`src/rtl/scan_mux_reg.sv`:
```
//==============================================================================
// Module      : scan_mux_reg
// Description : Registered N-channel, W-bit multiplexer with output enable.
//               Manual mode selects a channel with sel. Scan mode walks an
//               internal pointer round-robin over all channels and dwells
//               DWELL cycles on each one. All outputs are registered.
// Revision    : 1.0 - initial release
//==============================================================================
`timescale 1ns/1ps
`default_nettype none

module scan_mux_reg #(
  parameter int WIDTH    = 4,
  parameter int CHANNELS = 4,
  parameter int DWELL    = 1,
  localparam int SEL_W   = (CHANNELS > 2) ? $clog2(CHANNELS) : 1
) (
  input  logic                      clock,
  input  logic                      reset,
  input  logic                      enable,
  input  logic                      mode,
  input  logic [SEL_W-1:0]          sel,
  input  logic                      hold,
  input  logic [CHANNELS*WIDTH-1:0] mux_in,
  output logic [WIDTH-1:0]          mux_out,
  output logic [SEL_W-1:0]          chan_out,
  output logic                      valid,
  output logic                      wrap
);

  // Dwell counter only needs to reach DWELL-1; keep at least one bit.
  localparam int c_dcnt_w = (DWELL > 2) ? $clog2(DWELL) : 1;

  localparam logic [SEL_W-1:0]    c_last_chan  = SEL_W'(CHANNELS - 1);
  localparam logic [SEL_W-1:0]    c_ptr_one    = SEL_W'(1);
  localparam logic [c_dcnt_w-1:0] c_last_dwell = c_dcnt_w'(DWELL - 1);
  localparam logic [c_dcnt_w-1:0] c_dcnt_one   = c_dcnt_w'(1);

  // Channel view of the flat input bus
  logic [WIDTH-1:0]    w_ch [CHANNELS];

  // Registered state
  logic                r_mode_q;
  logic [SEL_W-1:0]    r_ptr;
  logic [c_dcnt_w-1:0] r_dcnt;
  logic [WIDTH-1:0]    r_mux_out;
  logic [SEL_W-1:0]    r_chan_out;
  logic                r_valid;
  logic                r_wrap;

  // Combinational helpers
  logic [WIDTH-1:0]    w_man_data;
  logic                w_man_ok;
  logic [WIDTH-1:0]    w_scan_data;
  logic                w_entry;
  logic                w_advance;
  logic [SEL_W-1:0]    w_ptr_eff;
  logic [c_dcnt_w-1:0] w_dcnt_eff;
  logic                w_dwell_done;
  logic                w_at_last;
  logic [SEL_W-1:0]    w_ptr_next;
  logic [c_dcnt_w-1:0] w_dcnt_inc;

  genvar k;
  generate
    for (k = 0; k < CHANNELS; k++) begin : g_unpack
      assign w_ch[k] = mux_in[k*WIDTH +: WIDTH];
    end
  endgenerate

  // Manual select: decoded compare so out-of-range codes yield "no channel"
  always_comb begin
    w_man_data = '0;
    w_man_ok   = 1'b0;
    for (int i = 0; i < CHANNELS; i++) begin
      if (sel == SEL_W'(i)) begin
        w_man_data = w_ch[i];
        w_man_ok   = 1'b1;
      end
    end
  end

  // A rising mode edge restarts the scan from channel 0 with a fresh dwell
  assign w_entry    = mode & ~r_mode_q;
  assign w_ptr_eff  = w_entry ? '0 : r_ptr;
  assign w_dcnt_eff = w_entry ? '0 : r_dcnt;

  // Entry outranks hold, so an entry edge always counts as a dwell step
  assign w_advance    = w_entry | ~hold;
  assign w_dwell_done = (w_dcnt_eff == c_last_dwell);
  assign w_at_last    = (w_ptr_eff == c_last_chan);
  assign w_ptr_next   = w_at_last ? '0 : (w_ptr_eff + c_ptr_one);
  assign w_dcnt_inc   = w_dcnt_eff + c_dcnt_one;

  // Scan data mux, pointer is always below CHANNELS
  always_comb begin
    w_scan_data = '0;
    for (int i = 0; i < CHANNELS; i++) begin
      if (w_ptr_eff == SEL_W'(i)) begin
        w_scan_data = w_ch[i];
      end
    end
  end

  // Previous-mode register used to detect scan entry, updates every edge
  always_ff @(posedge clock or posedge reset) begin
    if (reset) begin
      r_mode_q <= 1'b0;
    end else begin
      r_mode_q <= mode;
    end
  end

  // Scan pointer and dwell counter; frozen when disabled, in manual or on hold
  always_ff @(posedge clock or posedge reset) begin
    if (reset) begin
      r_ptr  <= '0;
      r_dcnt <= '0;
    end else if (enable && mode && w_advance) begin
      if (w_dwell_done) begin
        r_dcnt <= '0;
        r_ptr  <= w_ptr_next;
      end else begin
        r_dcnt <= w_dcnt_inc;
        r_ptr  <= w_ptr_eff;
      end
    end
  end

  // Output register: disable forces zero, manual or scan otherwise
  always_ff @(posedge clock or posedge reset) begin
    if (reset) begin
      r_mux_out  <= '0;
      r_chan_out <= '0;
      r_valid    <= 1'b0;
      r_wrap     <= 1'b0;
    end else if (!enable) begin
      r_mux_out <= '0;
      r_valid   <= 1'b0;
      r_wrap    <= 1'b0;
    end else if (!mode) begin
      r_wrap <= 1'b0;
      if (w_man_ok) begin
        r_mux_out  <= w_man_data;
        r_chan_out <= sel;
        r_valid    <= 1'b1;
      end else begin
        r_mux_out <= '0;
        r_valid   <= 1'b0;
      end
    end else begin
      r_mux_out  <= w_scan_data;
      r_chan_out <= w_ptr_eff;
      r_valid    <= 1'b1;
      r_wrap     <= w_advance & w_dwell_done & w_at_last;
    end
  end

  assign mux_out  = r_mux_out;
  assign chan_out = r_chan_out;
  assign valid    = r_valid;
  assign wrap     = r_wrap;

endmodule

`default_nettype wire
```
`config.mk`:
```
export PLATFORM = sky130hd
export DESIGN_NAME = scan_mux_reg
export DESIGN_NICKNAME = d
export VERILOG_FILES = /design/src/rtl/scan_mux_reg.sv
export SDC_FILE = /design/constraint.sdc
export NUM_CORES = 1
export LEC_CHECK = 0
export ABC_AREA = 1
export CORE_UTILIZATION = 33
export DETAILED_ROUTE_END_ITERATION = 8
export DONT_BUFFER_PORTS = 1
export GPL_TIMING_DRIVEN = 0
export HOLD_SLACK_MARGIN = 0.02
export PLACE_DENSITY = 0.56
export SLEW_MARGIN = 5
export SYNTH_ARGS = -nofsm -noshare
export SYNTH_HDL_FRONTEND = slang
export SYNTH_SLANG_ARGS = --single-unit
```
`constraint.sdc`:
```
create_clock -name clock -period 1.9 [get_ports clock]
set_input_delay 0.38 -clock clock [delete_from_list [all_inputs] [get_ports clock]]
set_output_delay 0.38 -clock clock [all_outputs]
set_load 0.005 [all_outputs]
```
# After elaboration in Yosys (flattened, before gate mapping)
# Index checks and enable logic that the tools add are counted.
[totals]
register_bits = 12
in_bits = 23
output_inout_bits = 8
wordCells = 55
[op_classes]
add_sub_neg = 2
n_eq_ne = 6
muxes = 27
bitwise_logic = 7
n_reduce_logical = 6
[ops]
columns = ["op", "n"]
rows = [
  ["4-bit 2-to-1 mux", 11],
  ["1-bit 2-to-1 mux", 11],
  ["2-bit 2-to-1 mux", 5],
  ["2-bit == test, second input constant", 4],
  ["2-bit by 1-bit == test with 1-bit output, second input constant", 2],
  ["2-bit zero test", 2],
  ["1-bit AND", 3],
  ["1-bit inverter", 3],
  ["2-bit by 1-bit adder with 2-bit output, second input constant", 1],
  ["1-bit logical AND", 2],
  ["2-bit AND reduction", 1],
  ["2-bit nonzero test", 1],
  ["1-bit adder, second input constant", 1],
  ["1-bit OR", 1],
]

# Depth between registers and ports, before layout
# Gate-level depths: netlist of run 1.
[logic_depth]
word_depth = 10
depth_mapped = 12
ltp_nobuf = 12

# Least setup slack after synthesis of run 1
# Ideal clock, no wire load.
[synth_path]
path_kind = "in2reg"
startpoint = "input port mode"
endpoint = "register r_mux_out[1], in the netlist mux_out[1]"
setup_ns = 0.119
t_arrival_ns = 1.485
required_ns = 1.781
path_slack_ns = 0.296
path_stages = 12
n_path_buf = 1
cell_sequence = "inv_2 > or2_4 > nand2_1 > inv_1 > ha_1 > clkbuf_1 > a21oi_1 > nand2_1 > nand2_1 > nand2_1 > nand2_1 > nor2_1"
[synth_between]
elab_chain_len = 9
word_cells_on_any_way = 12
cone_classes = "3 x eq/ne; 7 x mux; 1 x bitwise; 1 x reduce/logical"
[synth_lines]
columns = ["item", "line", "text"]
rows = [
  ["start: declaration", "21", "input logic mode,"],
  ["1-bit AND", "84", "assign w_entry = mode & ~r_mode_q;"],
  ["2-bit 2-to-1 mux", "85", "assign w_ptr_eff = w_entry ? '0 : r_ptr;"],
  ["2-bit zero test", "99", "if (w_ptr_eff == SEL_W'(i)) begin"],
  ["4-bit 2-to-1 mux (4 in a row)", "99", ""],
  ["4-bit 2-to-1 mux *", "141", "end else if (!mode) begin"],
  ["4-bit 2-to-1 mux *", "137", "end else if (!enable) begin"],
  ["end signal: assignment", "144", "r_mux_out <= w_man_data;"],
  ["end signal: assignment", "152", "r_mux_out <= w_scan_data;"],
  ["end: declaration", "46", "logic [WIDTH-1:0] r_mux_out;"],
]
# Mark *: on every way between the ends. The rest lies on a longest branch, timed or not.
# A chain may end at the register's enable or synchronous reset.

# Worst setup path in the final report of run 1
[layout_path]
startpoint = "register r_mode_q"
endpoint = "register r_mux_out[3], in the netlist mux_out[3]"
[layout_between]
elab_chain_len = 10
word_cells_on_any_way = 13
cone_classes = "3 x eq/ne; 7 x mux; 2 x bitwise; 1 x reduce/logical"
[layout_lines]
columns = ["item", "line", "text"]
rows = [
  ["start: declaration", "43", "logic r_mode_q;"],
  ["start signal: assignment", "110", "r_mode_q <= mode;"],
  ["1-bit inverter *", "84", ""],
  ["1-bit AND *", "84", ""],
  ["2-bit 2-to-1 mux *", "85", ""],
  ["2-bit zero test", "99", ""],
  ["4-bit 2-to-1 mux (3 in a row)", "99", ""],
  ["4-bit 2-to-1 mux *", "99", ""],
  ["4-bit 2-to-1 mux *", "141", ""],
  ["4-bit 2-to-1 mux *", "137", ""],
]
# Marked as above.

==> flow_summary.json, run 1 <==
{
  "run_status": "completed",
  "fin_skew_ns": 0.00577,
  "grt_start_max_net_pins": 12,
  "first_global_vias": 753,
  "routedWlPerCell_um": 12.8,
  "fin_setup_tns_ns": 0,
  "root_buffer": "clkbuf_4",
  "rsz0062_at_grt": "false",
  "synth_cells": 119,
  "synth-edff-count": 0,
  "fmax_ghz": 0.590,
  "cts_max_path_buffers": 2,
  "period_share_pct": 89.2,
  "min_period_ns": 1.69,
  "rows": 17,
  "drtIter0Drc": 25,
  "cp.arrival_ns": 1.86,
  "die_x_um": 51.0,
  "layout-drive-gt1-share_pct": 8.94,
  "synth-async-reset-ratio_pct": 100,
  "diodes": 0,
  "synth_seq_area_share_pct": 34.7,
  "grtUsageTotal_pct": 16.9,
  "ios": 31,
  "clock_sinks": 11,
  "total_power_mw": 0.696,
  "start_util_pct": 35.5,
  "grt_pass1_wl_mm": 3.24,
  "syn_nets": 146,
  "setup_viol": 0,
  "synth_area_um2": 793,
  "hpwl_mm": 1.48,
  "avgViaCountPerCell": 4.93,
  "relSlewSlack_pct": 71.6,
  "crit_family": "simple AND/OR/NAND/NOR gates",
  "coreArea_mm2": 0.00223,
  "ys_types": 17,
  "maxCapViolations": 0,
  "cts_resized": 0,
  "ys_warn_count": 0,
  "critPathRequiredTime_ns": 2.07,
  "cts_inserted_buffers": 3,
  "grt_overflow": 0,
  "p_per_area_mw_per_mm2": 809,
  "ant_nets": 0,
  "cp_slowest_stage_delay_ns": 0.41,
  "vdd_drop_max_mv": 0.356,
  "via_count": 745,
  "final_common_cell": "nand2_1",
  "portBuffers": 0,
  "path_class": "flip-flop to flip-flop",
  "cp.buffers_inverters": 1,
  "final_cell_mix": "nand2_1, inv_1, o21ai_0, a21oi_1, nand3_1",
  "drc": 0,
  "worstMarginPinSlew_ns": 0.426,
  "path_clk_slew_ns": 0.07,
  "dr.pass1.iters": 4,
  "die_h_um": 51.0,
  "cts_max_level": 1,
  "holdCritPathClass": "input port to flip-flop",
  "p_leak_nw": 0.464,
  "cts_tree": "built",
  "cp_max_fo": 8,
  "crit_chain": "or2_4 -> nand2_1 -> inv_1 -> ha_1 -> a21oi_1 -> nand2_1 -> a21oi_1 -> nor2_1",
  "area_delta_synth_final_pct": 8.52,
  "gp_congestion": 0.789,
  "final_hold_viol_count": 0,
  "maxSlewViolCount": 0,
  "crit_slowest_cell": "dfrtp_1",
  "ys_ff_latch": 11,
  "nets": 151,
  "utilization_pct": 38.5,
  "start_kind": "flip-flop",
  "antenna_found_initial": 0,
  "cp-end-kind": "flip-flop",
  "fillers": 258,
  "dieArea_mm2": 0.00260,
  "clk_latency_ns": 0.27,
  "drt-total-wl_mm": 1.93,
  "syn_avg_cell_area_um2": 6.67,
  "ys.flop_type": "dfrtp_1"
}
-- area by class of cell --
type / count / area [um2] / share of cell area, %
Multi-Input combinational cell: 84 / 422 / 49.0
Inverter: 19 / 71.3 / 8.28
Tap cell: 28 / 35.0 / 4.07
Sequential cell: 11 / 275 / 32.0
Buffer: 4 / 21.3 / 2.47
Timing Repair Buffer: 1 / 10.0 / 1.16
Clock buffer: 4 / 26.3 / 3.05
-- state kept, by name, summed over array words and instances, names as in the netlist --
name      cells
mux_out       4
chan_out      2
r_ptr         2
r_mode_q      1
valid         1
wrap          1
-- worst paths after layout --
kind / start / endpoint / slack, ns / cells after the start
worst min-delay path: mode / r_mode_q / 0.14 / 0
max in group asynchronous: reset / mux_out[2] / 1.06 / 2
worst max register to register: r_mode_q / mux_out[3] / 0.21 / 8
worst min register to register: r_ptr[1] / r_ptr[1] / 0.53 / 2
min in group asynchronous: reset / mux_out[1] / 0.54 / 2
worst max-delay path: r_mode_q / mux_out[3] / 0.21 / 8
-- kinds of logic (layout without fill, tap and decap cells) --
kind of cell	count (synthesis)	count (layout)	synth area share, %
compound gates	30	30	19.7
fa+ha+maj	4	4	6.31
buf+inv	24	28	12.1
flops	11	11	34.7
simple gates	50	50	27.1
-- worst register-to-register path, cell delays in order (launching register included) --
cell,delay (ns)
dfrtp_1,0.41
or2_4,0.27
nand2_1,0.11
inv_1,0.07
ha_1,0.31
a21oi_1,0.16
nand2_1,0.08
a21oi_1,0.12
nor2_1,0.06
-- report_power, final --
part	internal, mW	switching [mW]
sequential	0.267	0.0246
clock	0.0814	0.0801
combinational	0.0919	0.152
-- repair_timing --
action,CTS,global route
endpoints found under the hold margin,11,0
setup buffers,0,0
endpoints found under the setup margin,0,4
hold buffers,1,0
-- cell usage after synthesis, types with 2 or more instances --
library cell	instances	area [um2]
dfrtp_1	11	275
nand2_1	29	109
nand3_1	12	60.1
inv_1	17	63.8
inv_2	2	7.51
a31oi_1	2	12.5
ha_1	4	50.1
clkbuf_1	2	7.51
o21ai_0	13	65.1
buf_2	2	10.0
nor2_1	7	26.3
a21oi_1	13	65.1
-- per-layer routing --
| layer | vias up | routed length, um | global-route usage [%] | share of wire [%] |
|---|---|---|---|---|
| li1 | 389 | - | - | - |
| met1 | 337 | 836 | 18.0 | 43 |
| met2 | 17 | 969 | 30.7 | 50 |
| met3 | 2 | 113 | 7.44 | 5.9 |
| met4 | 0 | 9 | 2.78 | 0.47 |
| met5 | - | 0 | 0 | 0 |
-- stage by stage --
step,setup WS (ns),instances,area (um2),hold WS (ns)
global placement,0.116,147,828,0.283
finish,0.205,151,861,0.136
CTS,0.0906,152,865,0.132
floorplan,0.296,119,793,0.232
global route,0.0429,151,861,0.108
detailed placement,0.0945,147,828,0.295
No activity file was read; power rests on OpenSTA's default activity.
==> run 2, diff against run 1 <==
CAP_MARGIN = 40   (was not set)
PLACE_DENSITY = not set   (was 0.56)
==> flow_summary.json, run 2 (same netlist as run 1, synthesis figures left out) <==
{
  "dr.pass1.iters": 4,
  "via_count": 773,
  "drc": 0,
  "grtUsageTotal_pct": 16.9,
  "avgViaCountPerCell": 5.12,
  "path_class": "flip-flop to flip-flop",
  "p_per_area_mw_per_mm2": 806,
  "root_buffer": "clkbuf_4",
  "cts_max_path_buffers": 2,
  "fmax_ghz": 0.574,
  "fin_setup_tns_ns": 0,
  "hpwl_mm": 1.50,
  "nets": 151,
  "relSlewSlack_pct": 73.8,
  "portBuffers": 0,
  "p_leak_nw": 0.463,
  "start_util_pct": 35.5,
  "critPathRequiredTime_ns": 2.06,
  "area_delta_synth_final_pct": 8.83,
  "maxCapViolations": 0,
  "cp-end-kind": "flip-flop",
  "cts_max_level": 1,
  "coreArea_mm2": 0.00223,
  "rsz0062_at_grt": "false",
  "cp.depth": 8,
  "start_kind": "flip-flop",
  "cp_slowest_stage_delay_ns": 0.42,
  "dieArea_mm2": 0.00260,
  "fin_skew_ns": 0.00282,
  "worstMarginPinSlew_ns": 0.393,
  "crit_chain": "or2_4 -> nand2_1 -> inv_1 -> ha_1 -> inv_1 -> o21ai_0 -> a21oi_1 -> nor2_1",
  "gp_congestion": 0.850,
  "grt_pass1_wl_mm": 3.33,
  "min_period_ns": 1.74,
  "rows": 17,
  "crit_family": "simple AND/OR/NAND/NOR gates",
  "clk_latency_ns": 0.26,
  "place_area_um2": 828,
  "fin_area_um2": 863,
  "cp_max_fo": 6,
  "final_hold_viol_count": 0,
  "clock_sinks": 11,
  "antenna_found_initial": 0,
  "holdPathStages": 0,
  "ios": 31,
  "crit_top_cell": "inv_1",
  "r2r_cells": 8,
  "holdCritPathClass": "input port to flip-flop",
  "first_global_vias": 773,
  "final_common_cell": "nand2_1",
  "path_clk_slew_ns": 0.07,
  "routedWlPerCell_um": 12.7,
  "fillers": 241,
  "largest_reg_flops": 4,
  "diodes": 0,
  "period_share_pct": 91.7,
  "die_h_um": 51.0,
  "maxSlewViolCount": 0,
  "cts_tree": "built",
  "vdd_drop_max_mv": 0.439,
  "crit_slowest_cell": "dfrtp_1",
  "drt-total-wl_mm": 1.92,
  "final_cell_mix": "nand2_1, inv_1, o21ai_0, a21oi_1, nand3_1",
  "grt_start_max_net_pins": 12,
  "drtIter0Drc": 11,
  "die_x_um": 51.0,
  "layout-drive-gt1-share_pct": 9.76,
  "cp.arrival_ns": 1.90,
  "setup_viol": 0,
  "grt_overflow": 0,
  "cts_inserted_buffers": 3,
  "run_status": "completed",
  "ant_nets": 0,
  "cp.buffers_inverters": 2
}
==> run 2: power by group <==
| group | leakage, nW | total, mW | switching (mW) | internal (mW) |
|---|---|---|---|---|
| Clock | 0.0150 | 0.156 | 0.0749 | 0.0812 |
| Sequential | 0.137 | 0.291 | 0.0245 | 0.267 |
| Combinational | 0.310 | 0.249 | 0.155 | 0.0937 |
| Total | 0.463 | 0.696 | 0.254 | 0.442 |
==> run 2: what timing repair did <==
action / CTS / global route
setup endpoints to repair: 0 / 4
resized for setup: 0 / 1
endpoints found under the hold margin: 11 / 0
setup buffers: 0 / 0
hold buffers: 1 / 0
==> run 2: path summary, 6_finish.rpt <==
path / end / startpoint / slack, ns
setup / recovery: mux_out[3] / r_mode_q / 0.16
hold / removal: r_mode_q / mode / 0.14
setup reg to reg: mux_out[3] / r_mode_q / 0.16
hold reg to reg: r_ptr[1] / r_ptr[1] / 0.54
max in group asynchronous: mux_out[2] / reset / 1.08
min in group asynchronous: r_mode_q / reset / 0.54
==> run 2: final cells by class <==
type                    instances  area, um2  area share, %
plain buffers                   4       21.3           2.46
clock buffers                   4       26.3           3.04
well taps                      28       35.0           4.06
multi-input cells              84        424           49.1
flip-flops and latches         11        275           31.9
repair buffers                  1       10.0           1.16
inverters                      19       71.3           8.26
==> run 2: per-layer routing <==
metal  wire, um  vias up  track usage, %
met1        833      364            19.9
met5          0        -               0
li1           -      386               -
met3         98        2            6.25
met4         17        0            2.31
met2        970       21            29.6
==> run 2: metrics by stage <==
step           total power, mW  setup slack [ns]  cells  hold WS [ns]  utilization (%)
5_1_grt                  0.764           0.00349    151         0.120             38.7
4_1_cts                  0.703            0.0833    152         0.127             38.7
2_1_floorplan            0.484             0.296    119         0.232                -
6_report                 0.696             0.157    151         0.138             38.7
3_3_place_gp             0.533             0.125    147         0.271             37.1
3_5_place_dp             0.540             0.105    147         0.276             37.1
==> run 3, diff against run 2 <==
clock period = 1.8 ns   (was 1.9 ns; I/O delays follow)
==> flow_summary.json, run 3 (same netlist as run 1, synthesis figures left out) <==
{
  "run_status": "completed",
  "relSlewSlack_pct": 73.6,
  "rows": 17,
  "critPathRequiredTime_ns": 1.95,
  "r2r_start": "r_mode_q",
  "cts_inserted_buffers": 3,
  "fillers": 240,
  "cp_slowest_stage_delay_ns": 0.42,
  "cts_tree": "built",
  "rrSetupSlack_ns": 0.16,
  "root_buffer": "clkbuf_4",
  "hpwl_mm": 1.50,
  "ios": 31,
  "hp-start": "mode",
  "crit_chain": "or2_4 -> nand2_1 -> inv_1 -> ha_2 -> a21oi_1 -> nand2_1 -> a21oi_2 -> nor2_1",
  "grt_overflow": 0,
  "hold_end": "r_mode_q",
  "rsz0062_at_grt": "false",
  "start_util_pct": 35.5,
  "via_count": 769,
  "maxSlewViolCount": 0,
  "diodes": 0,
  "nets": 151,
  "clock_sinks": 11,
  "holdPathStages": 0,
  "rr_endpoint": "mux_out[2]",
  "ant_nets": 0,
  "final_hold_viol_count": 0,
  "layout-drive-gt1-share_pct": 13.0,
  "cp.arrival_ns": 1.80,
  "area_delta_synth_final_pct": 9.94,
  "avgViaCountPerCell": 5.09,
  "largest_reg_flops": 4,
  "p_leak_nw": 0.459,
  "cp_max_fo": 8,
  "grt_pass1_wl_mm": 3.33,
  "final.hold.worst_slack_ns": 0.118,
  "die_h_um": 51.0,
  "coreArea_mm2": 0.00223,
  "total_power_mw": 0.743,
  "start_kind": "flip-flop",
  "drtIter0Drc": 15,
  "vdd_drop_max_mv": 0.464,
  "fin_skew_ns": 0.00196,
  "final_common_cell": "nand2_1",
  "grtUsageTotal_pct": 16.9,
  "dr.pass1.iters": 4,
  "period_share_pct": 91.3,
  "clk_latency_ns": 0.26,
  "worstMarginPinSlew_ns": 0.396,
  "portBuffers": 0,
  "maxCapViolations": 0,
  "first_global_vias": 768,
  "dieArea_mm2": 0.00260,
  "crit_slowest_cell": "dfrtp_1",
  "busiest_layer": "met2",
  "gp_congestion": 0.850,
  "path_clk_slew_ns": 0.07,
  "cp-end-kind": "flip-flop",
  "crit_top_cell": "nand2_1",
  "post_cts_buffers": 0,
  "die_x_um": 51.0,
  "cts_max_path_buffers": 2,
  "drt-total-wl_mm": 1.94,
  "holdCritPathClass": "input port to flip-flop",
  "fmax_ghz": 0.608,
  "p_per_area_mw_per_mm2": 852,
  "grt_start_max_net_pins": 12,
  "antenna_found_initial": 0,
  "grt_use_met3_pct": 6.25,
  "fin_setup_tns_ns": 0,
  "grt_util_met1_pct": 19.9,
  "path_class": "flip-flop to flip-flop",
  "r2r_cells": 8,
  "setup_viol": 0,
  "gr-usage-met2_pct": 29.6,
  "routedWlPerCell_um": 12.8,
  "cts_max_level": 1,
  "final_cell_mix": "nand2_1, inv_1, o21ai_0, nand3_1, a21oi_1",
  "min_period_ns": 1.64,
  "drc": 0
}
-- run 3: final cells by class --
type | count | area [um2] | share of cell area [%]
Multi-Input combinational cell | 84 | 433 | 49.6
Sequential cell | 11 | 275 | 31.6
Inverter | 19 | 71.3 | 8.18
Tap cell | 28 | 35.0 | 4.02
Clock buffer | 4 | 26.3 | 3.01
Buffer | 4 | 21.3 | 2.44
Timing Repair Buffer | 1 | 10.0 | 1.15
-- run 3: timing repair --
action                                 CTS  global route
cloned                                   0             0
endpoints found under the hold margin   11             0
gates resized for setup                  0             5
setup endpoints to repair                3             4
hold buffers                             1             0
-- run 3: how the worst max path moves through the flow --
stage          startpoint         end  slack (ns)  depth (start not counted)
3_5_place_dp     r_mode_q  mux_out[2]        0.01                          9
2_1_floorplan    r_mode_q  mux_out[1]        0.21                         11
4_1_cts          r_mode_q  mux_out[3]        0.06                          8
6_report         r_mode_q  mux_out[2]        0.16                          8
3_3_place_gp     r_mode_q  mux_out[0]        0.03                          9
5_1_grt          r_mode_q  mux_out[1]        0.01                         10
-- run 3: per-layer routing --
metal	routed length, um	vias up	share of wire [%]
met5	0	-	0
met4	24	0	1.2
met3	95	4	4.9
met2	964	22	50
met1	853	357	44
li1	-	386	-
-- run 3: through the flow --
stage | cells | setup WS (ns) | instance area [um2] | utilization, %
6_report | 151 | 0.156 | 872 | 39.0
5_1_grt | 151 | 0.0120 | 872 | 39.0
4_1_cts | 151 | 0.0566 | 861 | 38.5
3_5_place_dp | 147 | 0.0126 | 828 | 37.1
3_3_place_gp | 147 | 0.0335 | 828 | 37.1
2_1_floorplan | 119 | 0.208 | 793 | -
-- run 3: report_power, final --
group	switching [mW]	internal (mW)	leakage [nW]	total [mW]
clock network	0.0799	0.0857	0.0150	0.166
logic	0.168	0.103	0.307	0.270
registers	0.0259	0.281	0.137	0.307
total	0.273	0.470	0.459	0.743
-- run 3: critical path, delay by kind of cell (launching register included) --
kind                     cells  cell delay [ns]
AND/OR/NAND/NOR              4             0.55
flip-flops                   1             0.42
AO/OA/AOI/OAI                2             0.25
adder cells (fa/ha/maj)      1             0.24
buffers and inverters        1             0.08
